==> config.mk <==
export PLATFORM = sky130hd
export DESIGN_NAME = proc_ctrl_regs
export DESIGN_NICKNAME = d
export VERILOG_FILES = /design/src/rtl/proc_ctrl_regs.sv
export SDC_FILE = /design/constraint.sdc
export NUM_CORES = 1
export LEC_CHECK = 0
export ABC_AREA = 1
export ABC_CLOCK_PERIOD_IN_PS = 1950
export CAP_MARGIN = 15
export CORE_MARGIN = 2
export CORE_UTILIZATION = 44
export DETAILED_ROUTE_END_ITERATION = 10
export HOLD_SLACK_MARGIN = 0.05
export PLACE_DENSITY = 0.77
export SYNTH_ARGS = -nofsm -noshare
export SYNTH_HDL_FRONTEND = slang
export SYNTH_SLANG_ARGS = --single-unit
==> constraint.sdc <==
create_clock -name clk -period 1.95 [get_ports clk]
set_clock_uncertainty 0.15 [all_clocks]
set_input_delay 0.4875 -clock clk [delete_from_list [all_inputs] [get_ports clk]]
set_output_delay 0.4875 -clock clk [all_outputs]
set_load 0.05 [all_outputs]
==> src/rtl/proc_ctrl_regs.sv <==
// proc_ctrl_regs
//   Processor state registers: PSR flags, program counter, instruction
//   register, link register and an interrupt shadow (EPC/EPSR) used for a
//   single, non-nesting interrupt level.
//
// Ports:
//   clk, reset                      rising-edge clock, synchronous active-high reset
//   C_in, L_in, F_in, Z_in, N_in    ALU flag results
//   cmp_f_en / of_f_en / z_f_en     group write enables (L,N / C,F / Z)
//   pc_en, pc_sel                   pc update: 00 inc, 01 branch rel, 10 jump, 11 hold
//   branch_disp                     signed displacement for relative branch
//   jump_addr                       absolute jump target
//   link_en                         with pc_en, capture pc+1 into link
//   instr_en, instr_in              instruction register load
//   irq_take, rti                   interrupt entry / return pulses
//   psr                             {int_active, 7'b0, N, Z, F, 2'b0, L, 1'b0, C}
//   instr, pc, link, epc            register outputs
module proc_ctrl_regs #(
  parameter int PC_WIDTH = 21,
  parameter int INSTR_WIDTH = 16,
  parameter int unsigned RESET_PC = 0,
  parameter int unsigned IRQ_VECTOR = 'h100
) (
  input  logic                   clk,
  input  logic                   reset,
  input  logic                   C_in,
  input  logic                   L_in,
  input  logic                   F_in,
  input  logic                   Z_in,
  input  logic                   N_in,
  input  logic                   cmp_f_en,
  input  logic                   of_f_en,
  input  logic                   z_f_en,
  input  logic                   pc_en,
  input  logic [1:0]             pc_sel,
  input  logic [15:0]            branch_disp,
  input  logic [PC_WIDTH-1:0]    jump_addr,
  input  logic                   link_en,
  input  logic                   instr_en,
  input  logic [INSTR_WIDTH-1:0] instr_in,
  input  logic                   irq_take,
  input  logic                   rti,
  output logic [15:0]            psr,
  output logic [INSTR_WIDTH-1:0] instr,
  output logic [PC_WIDTH-1:0]    pc,
  output logic [PC_WIDTH-1:0]    link,
  output logic [PC_WIDTH-1:0]    epc
);

  localparam logic [PC_WIDTH-1:0] RESET_PC_V = PC_WIDTH'(RESET_PC);
  localparam logic [PC_WIDTH-1:0] IRQ_PC     = PC_WIDTH'(IRQ_VECTOR);

  typedef enum logic {
    ST_RUN,
    ST_IRQ
  } state_t;

  state_t state, state_next;

  // Flags are held packed as {N, Z, F, L, C}; psr is assembled from them.
  logic [4:0] flags, flags_next, flags_wr;
  logic [4:0] epsr, epsr_next;
  logic [PC_WIDTH-1:0] pc_next, link_next, epc_next;
  logic [PC_WIDTH-1:0] pc_inc, pc_branch;
  logic [PC_WIDTH+15:0] disp_ext;
  logic [INSTR_WIDTH-1:0] instr_next;
  logic int_active, irq_entry, rti_act;

  assign int_active = (state == ST_IRQ);
  assign psr = {int_active, 7'b0, flags[4], flags[3], flags[2], 2'b0, flags[1], 1'b0, flags[0]};

  // Extended wider than pc, then truncated, so any PC_WIDTH works.
  assign disp_ext  = {{PC_WIDTH{branch_disp[15]}}, branch_disp};
  assign pc_inc    = pc + 1'b1;
  assign pc_branch = pc + disp_ext[PC_WIDTH-1:0];

  // irq_take is only honoured from RUN, so entry and return can never
  // coincide; a simultaneous irq_take while active simply falls away.
  assign irq_entry = irq_take && !int_active;
  assign rti_act   = rti && int_active;

  // Next-state and datapath selection.
  always_comb begin
    state_next = state;
    flags_wr   = flags;
    flags_next = flags;
    epsr_next  = epsr;
    epc_next   = epc;
    pc_next    = pc;
    link_next  = link;
    instr_next = instr_en ? instr_in : instr;

    // Flag groups written independently; the result feeds both the flag
    // register and the shadow so same-cycle writes survive interrupt entry.
    if (cmp_f_en) begin
      flags_wr[1] = L_in;
      flags_wr[4] = N_in;
    end
    if (of_f_en) begin
      flags_wr[0] = C_in;
      flags_wr[2] = F_in;
    end
    if (z_f_en) begin
      flags_wr[3] = Z_in;
    end
    flags_next = flags_wr;

    // Link capture follows pc_en even on an entry cycle, but not on return
    // where pc_en is ignored.
    if (pc_en && link_en && !rti_act) begin
      link_next = pc_inc;
    end

    if (irq_entry) begin
      state_next = ST_IRQ;
      epc_next   = pc;
      epsr_next  = flags_wr;
      pc_next    = IRQ_PC;
      flags_next = '0;
    end else if (rti_act) begin
      state_next = ST_RUN;
      pc_next    = epc;
      flags_next = epsr;
    end else if (pc_en) begin
      case (pc_sel)
        2'b00:   pc_next = pc_inc;
        2'b01:   pc_next = pc_branch;
        2'b10:   pc_next = jump_addr;
        default: pc_next = pc;
      endcase
    end
  end

  // State register; reset dominates all other inputs.
  always_ff @(posedge clk) begin
    if (reset) begin
      state <= ST_RUN;
      flags <= '0;
      epsr  <= '0;
      pc    <= RESET_PC_V;
      link  <= '0;
      epc   <= '0;
      instr <= '0;
    end else begin
      state <= state_next;
      flags <= flags_next;
      epsr  <= epsr_next;
      pc    <= pc_next;
      link  <= link_next;
      epc   <= epc_next;
      instr <= instr_next;
    end
  end

endmodule
# [Word level (Yosys, flattened, before mapping)]
# Index checks and enable logic that the tools add are counted.
[op_classes] reduce_logical=15 n_eq_ne=2 muxes=12 add_sub_neg=2
[ops] op="one-hot mux 21 bit (3 select lines)" count=1
[ops] op="two-way mux 21 bit" count=2
[ops] op="adder 21 x 1 -> 21 bit (second input constant)" count=1
[ops] op="adder 21 bit" count=1
[ops] op="two-way mux 9 bit" count=1
[ops] op="two-way mux 1 bit" count=7
[ops] op="two-way mux 5 bit" count=1
[ops] op="nonzero test 5 bit" count=1
[ops] op="logical AND 1 bit" count=4
[ops] op="AND reduction 2 bit" count=2
[ops] op="nonzero test 2 bit" count=2
[ops] op="nonzero test 4 bit" count=1
[ops] op="nonzero test 3 bit" count=1
[ops] op="== test 2 x 1 -> 1 bit (second input constant)" count=1
[ops] op="== test 2 bit (second input constant)" count=1
[ops] op="logical NOT 1 bit" count=2
[ops] op="logical NOT 2 bit" count=1
[ops] op="OR reduction 2 bit" count=1
[word_totals] in_bits=70 elab_cells=39 ff_bits=90

# [Longest topological paths before layout]
# Gate-level depths: netlist of run 1.
[depth] word_depth=5 mapped_depth=15 mapped_depth_nobuf=15

# [Least setup slack after synthesis of run 1]
# Ideal clock, no wire load.
[synth_path] path_type="flip-flop to flip-flop" from="register pc[0]" to="register pc[16]" setup_slack_ns=-0.573 arrival_time_ns=2.242 synth_period_minus_slack_ns=2.523 path_stages_with_launch=16 setup_ns=0.131 cell_sequence="dfxtp_1 ha_1 inv_1 fa_1 inv_1 nand3_1 nand3_1 nand2_1 nand3_1 nand2_1 nand2_1 nand2_1 nand3_1 nand2_1 nand2_1 a21oi_2"
[synth_between] elab_chain_cells=4
[synth_rtl] element="start: declaration" line_no="45" source="output logic [PC_WIDTH-1:0] pc,"
[synth_rtl] element="start signal: assignment" line_no="148" source="pc <= pc_next;"
[synth_rtl] element="adder 21 bit or adder 21 x 1 -> 21 bit (tied branches)" line_no="75, 74"
[synth_rtl] element="one-hot mux 21 bit (3 select lines) *" line_no="125" source="case (pc_sel)"
[synth_rtl] element="two-way mux 21 bit *" line_no="124" source="end else if (pc_en) begin"
[synth_rtl] element="two-way mux 21 bit *" line_no="120" source="end else if (rti_act) begin"
# Every way passes the cells marked *; elsewhere a longest branch is shown, timed or not. The select of a mux whose other input is x is not followed.
# A chain may end at the register's enable or synchronous reset.

# [Worst setup path in the final report of run 1]
[layout_path] from="register pc[0]" to="register pc[13]"
# Same word-level chain as after synthesis.

==> impl_metrics.json, run 1 <==
{
  "dieArea_mm2": 0.0138,
  "cp.arrival_ns": 2.13,
  "fin_cells": 1315,
  "violations": "negative setup slack",
  "ys_seq_elements": 90,
  "place.gp.congestion": 0.967,
  "grt_pass1_wl_mm": 34.4,
  "cpMaxStageDelayCell": "dfxtp_4",
  "dpl_cell_area_mm2": 0.00830,
  "final_hold_viol_count": 0,
  "reg2reg_from": "pc[0]$_SDFFE_PP0P_",
  "fin_util": 0.760,
  "fillers": 907,
  "antenna_cells": 0,
  "vias": 7109,
  "fin_area_mm2": 0.00955,
  "required_ns": 2.08,
  "first_pass_iters": 6,
  "core.rowCount": 41,
  "fp.dieH_um": 117,
  "die_width_um": 117,
  "slew_violations": 0,
  "wl_mm": 22.1,
  "cts_tree": "done",
  "ys_types": 40,
  "outcome": "finished with violations",
  "seq_area_mm2": 0.00184,
  "rsz0062_at_grt": "true",
  "post_drt_via_cell_ratio": 5.41,
  "period_share": 1.02,
  "crit_family": "simple AND/OR/NAND/NOR gates",
  "max_stage_delay_ns": 0.37,
  "worst_setup_path_end_kind": "flip-flop",
  "final_nets": 1233,
  "clk_pin_slew_ns": 0.07,
  "p_leak_uw": 0.00440,
  "syn_inst": 874,
  "remaining_drc_errors": 0,
  "routedWlPerCell_um": 16.8,
  "dp.cells": 1275,
  "core_mm2": 0.0126,
  "dp_hpwl_mm": 16.2,
  "min_path_cells": 2,
  "drive_above_1_share": 0.357,
  "yosys_warnings": 0,
  "cellPowerDensity_mw_per_mm2": 622,
  "syn_area_mm2": 0.00566,
  "final_common_cell": "nand2_1",
  "antenna_left": 0,
  "io_buffers": 154,
  "holdCritStartpoint": "epsr[0]$_SDFFE_PP0P_",
  "r2r-end": "pc[13]$_SDFFE_PP0P_",
  "vdd_drop_max_mv": 0.620,
  "fin_ws_ns": -0.0484,
  "grt_pass1_vias": 6820,
  "antenna_found_initial": 0,
  "clock_latency_ns": 0.35,
  "syn2layout_area_growth_pct": 68.8,
  "drtIter0Drc": 771,
  "worstPathCellList": "buf_4 > buf_6 > nand3_2 > nor2_1 > nand3_1 > xor2_1 > o21ai_0 > inv_1 > nand2_1 > a21oi_1",
  "io_pins": 165,
  "period_needed_ns": 2.00,
  "final_cell_mix": "nand2_1 (186), buf_4 (171), inv_1 (86), nor2_1 (85), dfxtp_1 (70)",
  "setup_violations": 10,
  "clockRootBuffer": "clkbuf_16",
  "seq_area_frac_synth": 0.318,
  "min_to": "epsr[0]$_SDFFE_PP0P_",
  "htree_levels": 3,
  "worst_setup_path_start_kind": "flip-flop",
  "cts_sinks": 90,
  "initial_core_util": 0.450,
  "grt.overflow.total": 0,
  "cts-buffers-inserted": 9,
  "whs_ns": 0.316,
  "clock_path_buffers": 2,
  "path_buf_inv": 3,
  "track_usage": 0.308,
  "hp-class": "reg -> reg",
  "max_freq_mhz": 500,
  "reg2reg_depth": 10,
  "reg2reg_slack_ns": -0.05,
  "avgSynthCellArea_um2": 6.48,
  "critical_path.max_fanout": 6,
  "maxCapViolations": 0,
  "grt_max_degree": 23,
  "crit_type": "reg -> reg",
  "place_ws_ns": -0.812,
  "multi_input_area_mm2": 0.00399
}
==> how the worst max path moves through the flow <==
stage | start | endpoint | slack, ns | cells after the start
final | pc[0]$_SDFFE_PP0P_ | pc[13]$_SDFFE_PP0P_ | -0.05 | 10
after global routing | pc[0]$_SDFFE_PP0P_ | pc[4]$_SDFFE_PP0P_ | -0.16 | 12
after CTS | pc[0]$_SDFFE_PP0P_ | pc[4]$_SDFFE_PP0P_ | -0.0004 | 12
after detailed placement | branch_disp[15] | pc[20]$_SDFFE_PP0P_ | -0.81 | 13
after global placement | branch_disp[15] | pc[20]$_SDFFE_PP0P_ | -0.79 | 13
after floorplan | pc[0]$_SDFFE_PP0P_ | pc[14]$_SDFFE_PP0P_ | -0.05 | 15
==> area by class of cell <==
type	instances	share of cell area
clock buffer	11	0.0288
clock inverter	5	0.00917
inverter	106	0.0419
multi-input combinational	648	0.418
sequential	90	0.193
tap	172	0.0225
timing repair buffer	283	0.287
==> through the flow <==
stage / total power, uW / TNS [ns]
after floorplan: 2920 / -0.126
after global placement: 3620 / -15.39
after detailed placement: 3630 / -16.52
after CTS: 5800 / -0.000435
after global routing: 6140 / -1.62
final: 5940 / -0.247
==> per-layer routing <==
metal	track usage	vias up	share of wire
met1	0.379	3252	0.40
met3	0.0676	92	0.081
li1	-	3379	-
met2	0.530	386	0.48
met4	0.112	0	0.045
met5	0	-	0
==> sequential cells by signal, indices dropped and copies added (netlist names) <==
signal	flops
epsr	5
flags	5
epc	21
link	21
int_active	1
pc	21
instr	16
==> tightest hold or removal path: stages (launching register included) <==
cell and delay (ns):
dfxtp_1 0.33, nand2_1 0.05, o21ai_0 0.05
==> cell usage after synthesis, drive strengths merged <==
master	instances	share of area
nor2	104	0.073
xor2	10	0.015
fa	1	0.0035
ha	24	0.053
o211ai	15	0.020
o21ai	70	0.062
inv	103	0.068
nor3	14	0.017
buf	23	0.026
o31ai	1	0.0038
o21bai	4	0.0053
o21a	1	0.0013
nand3	60	0.054
nand2	229	0.15
dfxtp	90	0.32
xnor2	1	0.0015
a21oi	62	0.056
a22oi	14	0.019
clkbuf	17	0.011
a221oi	2	0.0031
a31oi	4	0.0044
clkinv	3	0.0020
nand4	7	0.0077
conb	1	0.00066
o22ai	1	0.0011
mux2i	5	0.0088
nand3b	4	0.0053
or2	2	0.0022
and2	2	0.0022
==> power by group <==
group,switching (uW),internal (uW)
Sequential,72.2,1930
Combinational,1080,785
Clock,785,1290
==> logic make-up (layout without fill, tap and decap cells) <==
kind of cell,Yosys count,after routing,synth area share
flip-flops,90,90,0.318
adder cells (fa/ha/maj),25,25,0.0566
other,1,10,0.000662
XOR/XNOR,11,11,0.0170
multiplexers,5,5,0.00884
AND/OR/NAND/NOR,422,423,0.316
AO/OA/AOI/OAI,174,174,0.176
buffers and inverters,146,405,0.107
==> what timing repair did <==
item                                    CTS  global route
cloned                                    2             0
endpoints found under the setup margin   21            24
buffers inserted                          9            13
resized for setup                        93           100
pin swaps                                33            48
hold buffers                              0             0
No activity file was read; power rests on OpenSTA's default activity.
==> run 2, diff against run 1 <==
--- a/config.mk
+++ b/config.mk
@@ -10,6 +10,7 @@
 export CAP_MARGIN = 15
 export CORE_MARGIN = 2
 export CORE_UTILIZATION = 44
+export CTS_CLUSTER_DIAMETER = 30
 export DETAILED_ROUTE_END_ITERATION = 10
 export HOLD_SLACK_MARGIN = 0.05
 export PLACE_DENSITY = 0.77
==> results of run 2 <==
The final DEF is identical to that of run 1; final timing and power are the same.
==> run 3, diff against run 2 <==
--- a/config.mk
+++ b/config.mk
@@ -14,6 +14,7 @@
 export DETAILED_ROUTE_END_ITERATION = 10
 export HOLD_SLACK_MARGIN = 0.05
 export PLACE_DENSITY = 0.77
+export SKIP_LAST_GASP = 1
 export SYNTH_ARGS = -nofsm -noshare
 export SYNTH_HDL_FRONTEND = slang
 export SYNTH_SLANG_ARGS = --single-unit
==> run 3 against run 2 <==
Net effect:
- the run still ends with negative setup slack left
- clock-buffer cell count is the same
- largest power group unchanged
- non-clock buffer count grew 1
- via count shrank 0.79%
- critical path type unchanged
- highest routed layer unchanged
- utilization shrank 0.090 points
- sequential power is essentially flat
- first-iteration DRC count shrank 8.9%
==> impl_metrics.json, run 3 (synthesis results as in run 1) <==
{
  "worst_setup_path_start_kind": "flip-flop",
  "reg2reg_from": "pc[0]$_SDFFE_PP0P_",
  "antenna_found_initial": 0,
  "clock_latency_ns": 0.35,
  "htree_levels": 3,
  "final_common_cell": "nand2_1",
  "fin_area_mm2": 0.00954,
  "r2r-end": "pc[13]$_SDFFE_PP0P_",
  "violations": "negative setup slack",
  "worstPathCellList": "buf_4 > buf_6 > nand3_2 > nor2_1 > nand3_1 > xor2_1 > o21ai_0 > inv_1 > nand2_1 > a21oi_1",
  "min_to": "epsr[0]$_SDFFE_PP0P_",
  "clk_pin_slew_ns": 0.07,
  "period_needed_ns": 2.03,
  "dp_hpwl_mm": 16.2,
  "fp.dieH_um": 117,
  "max_freq_mhz": 492,
  "drive_above_1_share": 0.351,
  "dpl_cell_area_mm2": 0.00830,
  "hp-class": "reg -> reg",
  "routedWlPerCell_um": 16.8,
  "rsz0062_at_grt": "true",
  "grt.overflow.total": 0,
  "whs_ns": 0.316,
  "io_pins": 165,
  "vdd_drop_max_mv": 0.619,
  "first_pass_iters": 6,
  "max_stage_delay_ns": 0.37,
  "cellPowerDensity_mw_per_mm2": 623,
  "final_hold_viol_count": 0,
  "cts-buffers-inserted": 9,
  "crit_family": "simple AND/OR/NAND/NOR gates",
  "grt_pass1_vias": 6821,
  "startpoint": "pc[0]$_SDFFE_PP0P_",
  "grt_pass1_wl_mm": 34.4,
  "worst_setup_path_end_kind": "flip-flop",
  "antenna_left": 0,
  "cts_tree": "done",
  "clockRootBuffer": "clkbuf_16",
  "outcome": "finished with violations",
  "fillers": 916,
  "min_path_cells": 2,
  "grt_max_degree": 23,
  "final_cell_mix": "nand2_1 (188), buf_4 (171), inv_1 (88), nor2_1 (86), dfxtp_1 (70)",
  "cpMaxStageDelayCell": "dfxtp_4",
  "track_usage": 0.308,
  "antenna_cells": 0,
  "syn2layout_area_growth_pct": 68.6,
  "initial_core_util": 0.450,
  "die_width_um": 117,
  "post_drt_via_cell_ratio": 5.36,
  "holdCritStartpoint": "epsr[0]$_SDFFE_PP0P_",
  "remaining_drc_errors": 0,
  "maxCapViolations": 0,
  "wl_mm": 22.1,
  "vias": 7053,
  "core_mm2": 0.0126,
  "hold_buffers": 0,
  "crit_type": "reg -> reg",
  "dieArea_mm2": 0.0138,
  "fin_ws_ns": -0.0831,
  "cts_sinks": 90,
  "p_leak_uw": 0.00437,
  "required_ns": 2.07,
  "slew_violations": 0,
  "core.rowCount": 41,
  "clock_path_buffers": 2,
  "reg2reg_depth": 10,
  "cp.arrival_ns": 2.16,
  "final_nets": 1234,
  "reg2reg_slack_ns": -0.08,
  "critical_path.max_fanout": 6,
  "path_buf_inv": 3,
  "setup_tns_ns": -0.250,
  "place.gp.congestion": 0.967,
  "drtIter0Drc": 702,
  "setup_violations": 11,
  "period_share": 1.04,
  "largest_registers": "epc: 21 flops, link: 21 flops, pc: 21 flops",
  "io_buffers": 154
}
run 3: stage by stage:
stage | utilization | instances | power (uW) | setup WS (ns)
6_report | 0.759 | 1316 | 5940 | -0.0831
3_5_place_dp | 0.660 | 1275 | 3630 | -0.812
5_1_grt | 0.759 | 1316 | 6130 | -0.169
4_1_cts | 0.729 | 1302 | 5800 | -0.00326
3_3_place_gp | 0.660 | 1275 | 3620 | -0.794
2_1_floorplan | - | 883 | 2920 | -0.0468
run 3: how the worst max path moves through the flow:
stage / slack (ns) / cells after the start / end
final: -0.08 / 10 / pc[13]$_SDFFE_PP0P_
after global routing: -0.17 / 13 / pc[13]$_SDFFE_PP0P_
after CTS: -0.003 / 12 / pc[8]$_SDFFE_PP0P_
after detailed placement: -0.81 / 13 / pc[20]$_SDFFE_PP0P_
after global placement: -0.79 / 13 / pc[20]$_SDFFE_PP0P_
after floorplan: -0.05 / 15 / pc[14]$_SDFFE_PP0P_
run 3: layer usage:
layer / vias to the layer above / track usage / part of all wire
met5: - / 0 / 0
met4: 0 / 0.112 / 0.038
met3: 73 / 0.0676 / 0.080
met2: 371 / 0.530 / 0.48
met1: 3238 / 0.378 / 0.40
li1: 3371 / - / -
run 3: layout make-up:
class / count / area (um^2) / share of cell area
clock buffers: 11 / 275 / 0.0288
multi-input cells: 648 / 3970 / 0.416
flip-flops and latches: 90 / 1840 / 0.193
repair buffers: 284 / 2750 / 0.289
well taps: 172 / 215 / 0.0226
inverters: 106 / 400 / 0.0420
clock inverters: 5 / 87.6 / 0.00918
run 3: tightest hold or removal path: cells and delay by family, from the launching register on:
| family | cells | cell delay, ns |
|---|---|---|
| DFF | 1 | 0.34 |
| AOI/OAI and AO/OA | 1 | 0.05 |
| and+or+nand+nor | 1 | 0.05 |
run 3: repair_timing:
action	CTS	global route
endpoints found under the setup margin	21	24
gates cloned	2	0
setup buffers	9	14
pin swaps	33	47
resized for setup	92	89
run 3: where the power goes:
group	internal, uW	switching (uW)
Sequential	1930	72.0
Clock	1290	786
Combinational	783	1080
Total	4000	1940
==> RTL change, RTL diff (config.mk and constraints of run 2) <==
The parameter `INSTR_WIDTH` goes from 16 to 14.
--- a/src/rtl/proc_ctrl_regs.sv
+++ b/src/rtl/proc_ctrl_regs.sv
@@ -18,5 +18,5 @@
 module proc_ctrl_regs #(
   parameter int PC_WIDTH = 21,
-  parameter int INSTR_WIDTH = 16,
+  parameter int INSTR_WIDTH = 14,
   parameter int unsigned RESET_PC = 0,
   parameter int unsigned IRQ_VECTOR = 'h100
Ports: changed (resized instr and instr_in); port bits go from 165 to 161. No check against the original RTL was run, so the function may have changed too.
==> RTL change against run 2 <==
  * The run ends with design-rule violations, negative setup slack left
  * Critical path depth increased by 6
  * Synthesized area decreased by 3.1%
  * Sequential cell count decreased by 2
  * Design area decreased by 2.0%
  * Critical path type is now in -> reg
  * Total power decreased by 7.8%
  * Synthesized cell count decreased by 2.7%
  * Setup slack got worse by 0.12 ns
  * Non-clock buffer count increased by 2
  * Largest power group is now registers
  * Routed wire length increased by 2.4%
  * Largest cell class unchanged
==> RTL change: results (changes against run 2) <==
hold path startpoint = epsr[4]$_SDFFE_PP0P_
Reg2Reg Depth = 13 (+3)
number of global-route vias before repair = 6494 (-4.8%)
first-pass GRT wire length = 31200 µm (-9.2%)
Max VDD drop = 0.6016 mV (-3.0%)
grt met2 use = 51.42% (-1.6 points)
Commonest cells post-synth = nand2_1 (221), inv_1 (101), dfxtp_1 (88)
Synth area leaders = dfxtp_1 (32%), nand2_1 (15%), inv_1 (6.9%)
Setup WS post-layout = -0.1677 ns (-0.1193 ns)
routed length per instance = 17.59 µm (+4.6%)
detailed route wirelength on metal3 = 2121 µm (+19%)
post-synthesis sequential area ratio = 32.12% (+0.29 points)
drt drc = 1 (+1)
# resized after CTS = 103 (+11%)
Post-DP Area = 8082 µm² (-2.6%)
GRT met1 Usage = 34.67% (-3.2 points)
setup violators final = 18 (+8)
wire length on met2 = 10910 µm (+2.8%)
Final Cycle Share = 108.6% (+6.1 points)
Finished Layout Cells = 1287 (-2.1%)
reg2reg end = pc[8]$_SDFFE_PP0P_
Crit Path Max Fanout = 4 (-2)
Slowest-stage cell, CP = ha_4
drt first-iter violations = 660 (-14%)
grt met3 use = 7.113% (+0.35 points)
via count = 7141 (+0.45%)
failing checks = design-rule violations, negative setup slack
R2R Setup Slk = -0.15 ns (-0.10 ns)
DP HPWL = 15140 µm (-6.4%)
total global-route track usage = 29.65% (-1.2 points)
M1 WL = 8144 µm (-6.8%)
Pre-antenna DRT Iters = 8 (+2)
Worst Setup SP = branch_disp[7]
routability congestion estimate = 0.9566 (-1.1%)
end of the critical path = pc[20]$_SDFFE_PP0P_
ratio of cells with drive above 1 in the final layout = 37.44% (+1.7 points)
status = complete, but fails checks
clock latency on the worst-skew pair = 0.34 ns
CP arrival = 2.19 ns (+0.06 ns)
worst reg2reg startpoint = pc[7]$_SDFFE_PP0P_
port buffer count = 150 (-2.6%)
Post-Synth Adder-Cell Area = 5.841% (+0.18 points)
xor-xnor portion of the synthesized cell area = 1.916% (+0.21 points)
post-synthesis mux area share = 0.9126% (+0.028 points)
largest net degree at the start of global routing = 30 (+30%)
Synth Area in Compound Gates = 17.70% (+0.15 points)
[RTL change: changes by cell type after synthesis, sizes merged, moves of 4 or more]
cell | before | now
a21oi | 62 | 70
a22oi | 14 | 10
buf | 23 | 16
clkbuf | 17 | 25
nand2 | 229 | 223
nand3 | 60 | 66
nor2 | 104 | 84
nor3 | 14 | 7
o211ai | 15 | 10
[RTL change: area by class of cell]
class                   count  area, µm²
clock inverters             2      13.76
multi-input cells         622       4005
fillers                   801       2749
repair buffers            285       2648
well taps                 168      210.2
flip-flops and latches     88       1809
clock buffers              14      265.3
inverters                 108      411.6
[RTL change: worst min-delay path by stage]
stage                           endpoint  slack, ns  depth (start not counted)
global route        epsr[0]$_SDFFE_PP0P_       0.35                          2
global placement    epsr[1]$_SDFFE_PP0P_       0.29                          2
CTS                 epsr[4]$_SDFFE_PP0P_       0.31                          2
detailed placement  epsr[0]$_SDFFE_PP0P_       0.30                          2
finish              epsr[4]$_SDFFE_PP0P_       0.32                          2
floorplan           epsr[0]$_SDFFE_PP0P_       0.27                          2
[RTL change: through the flow]
stage,TNS (ns),power (mW),utilization [%],worst slack (ns),hold WS [ns]
after detailed placement,-14.25,3.568,66.73,-0.7568,0.2960
after CTS,-0.1948,5.294,72.54,-0.04173,0.3143
after global placement,-13.15,3.550,66.73,-0.7418,0.2875
final,-1.303,5.476,77.30,-0.1677,0.3161
after global routing,-3.274,5.698,77.30,-0.2586,0.3498
after floorplan,-0.1409,2.872,-,-0.07807,0.2731
[RTL change: where the power goes]
| part | switching, mW | internal (mW) |
|---|---|---|
| Clock | 0.691 | 0.944 |
| Combinational | 1.13 | 0.756 |
| Sequential | 0.0695 | 1.88 |
| Total | 1.89 | 3.58 |
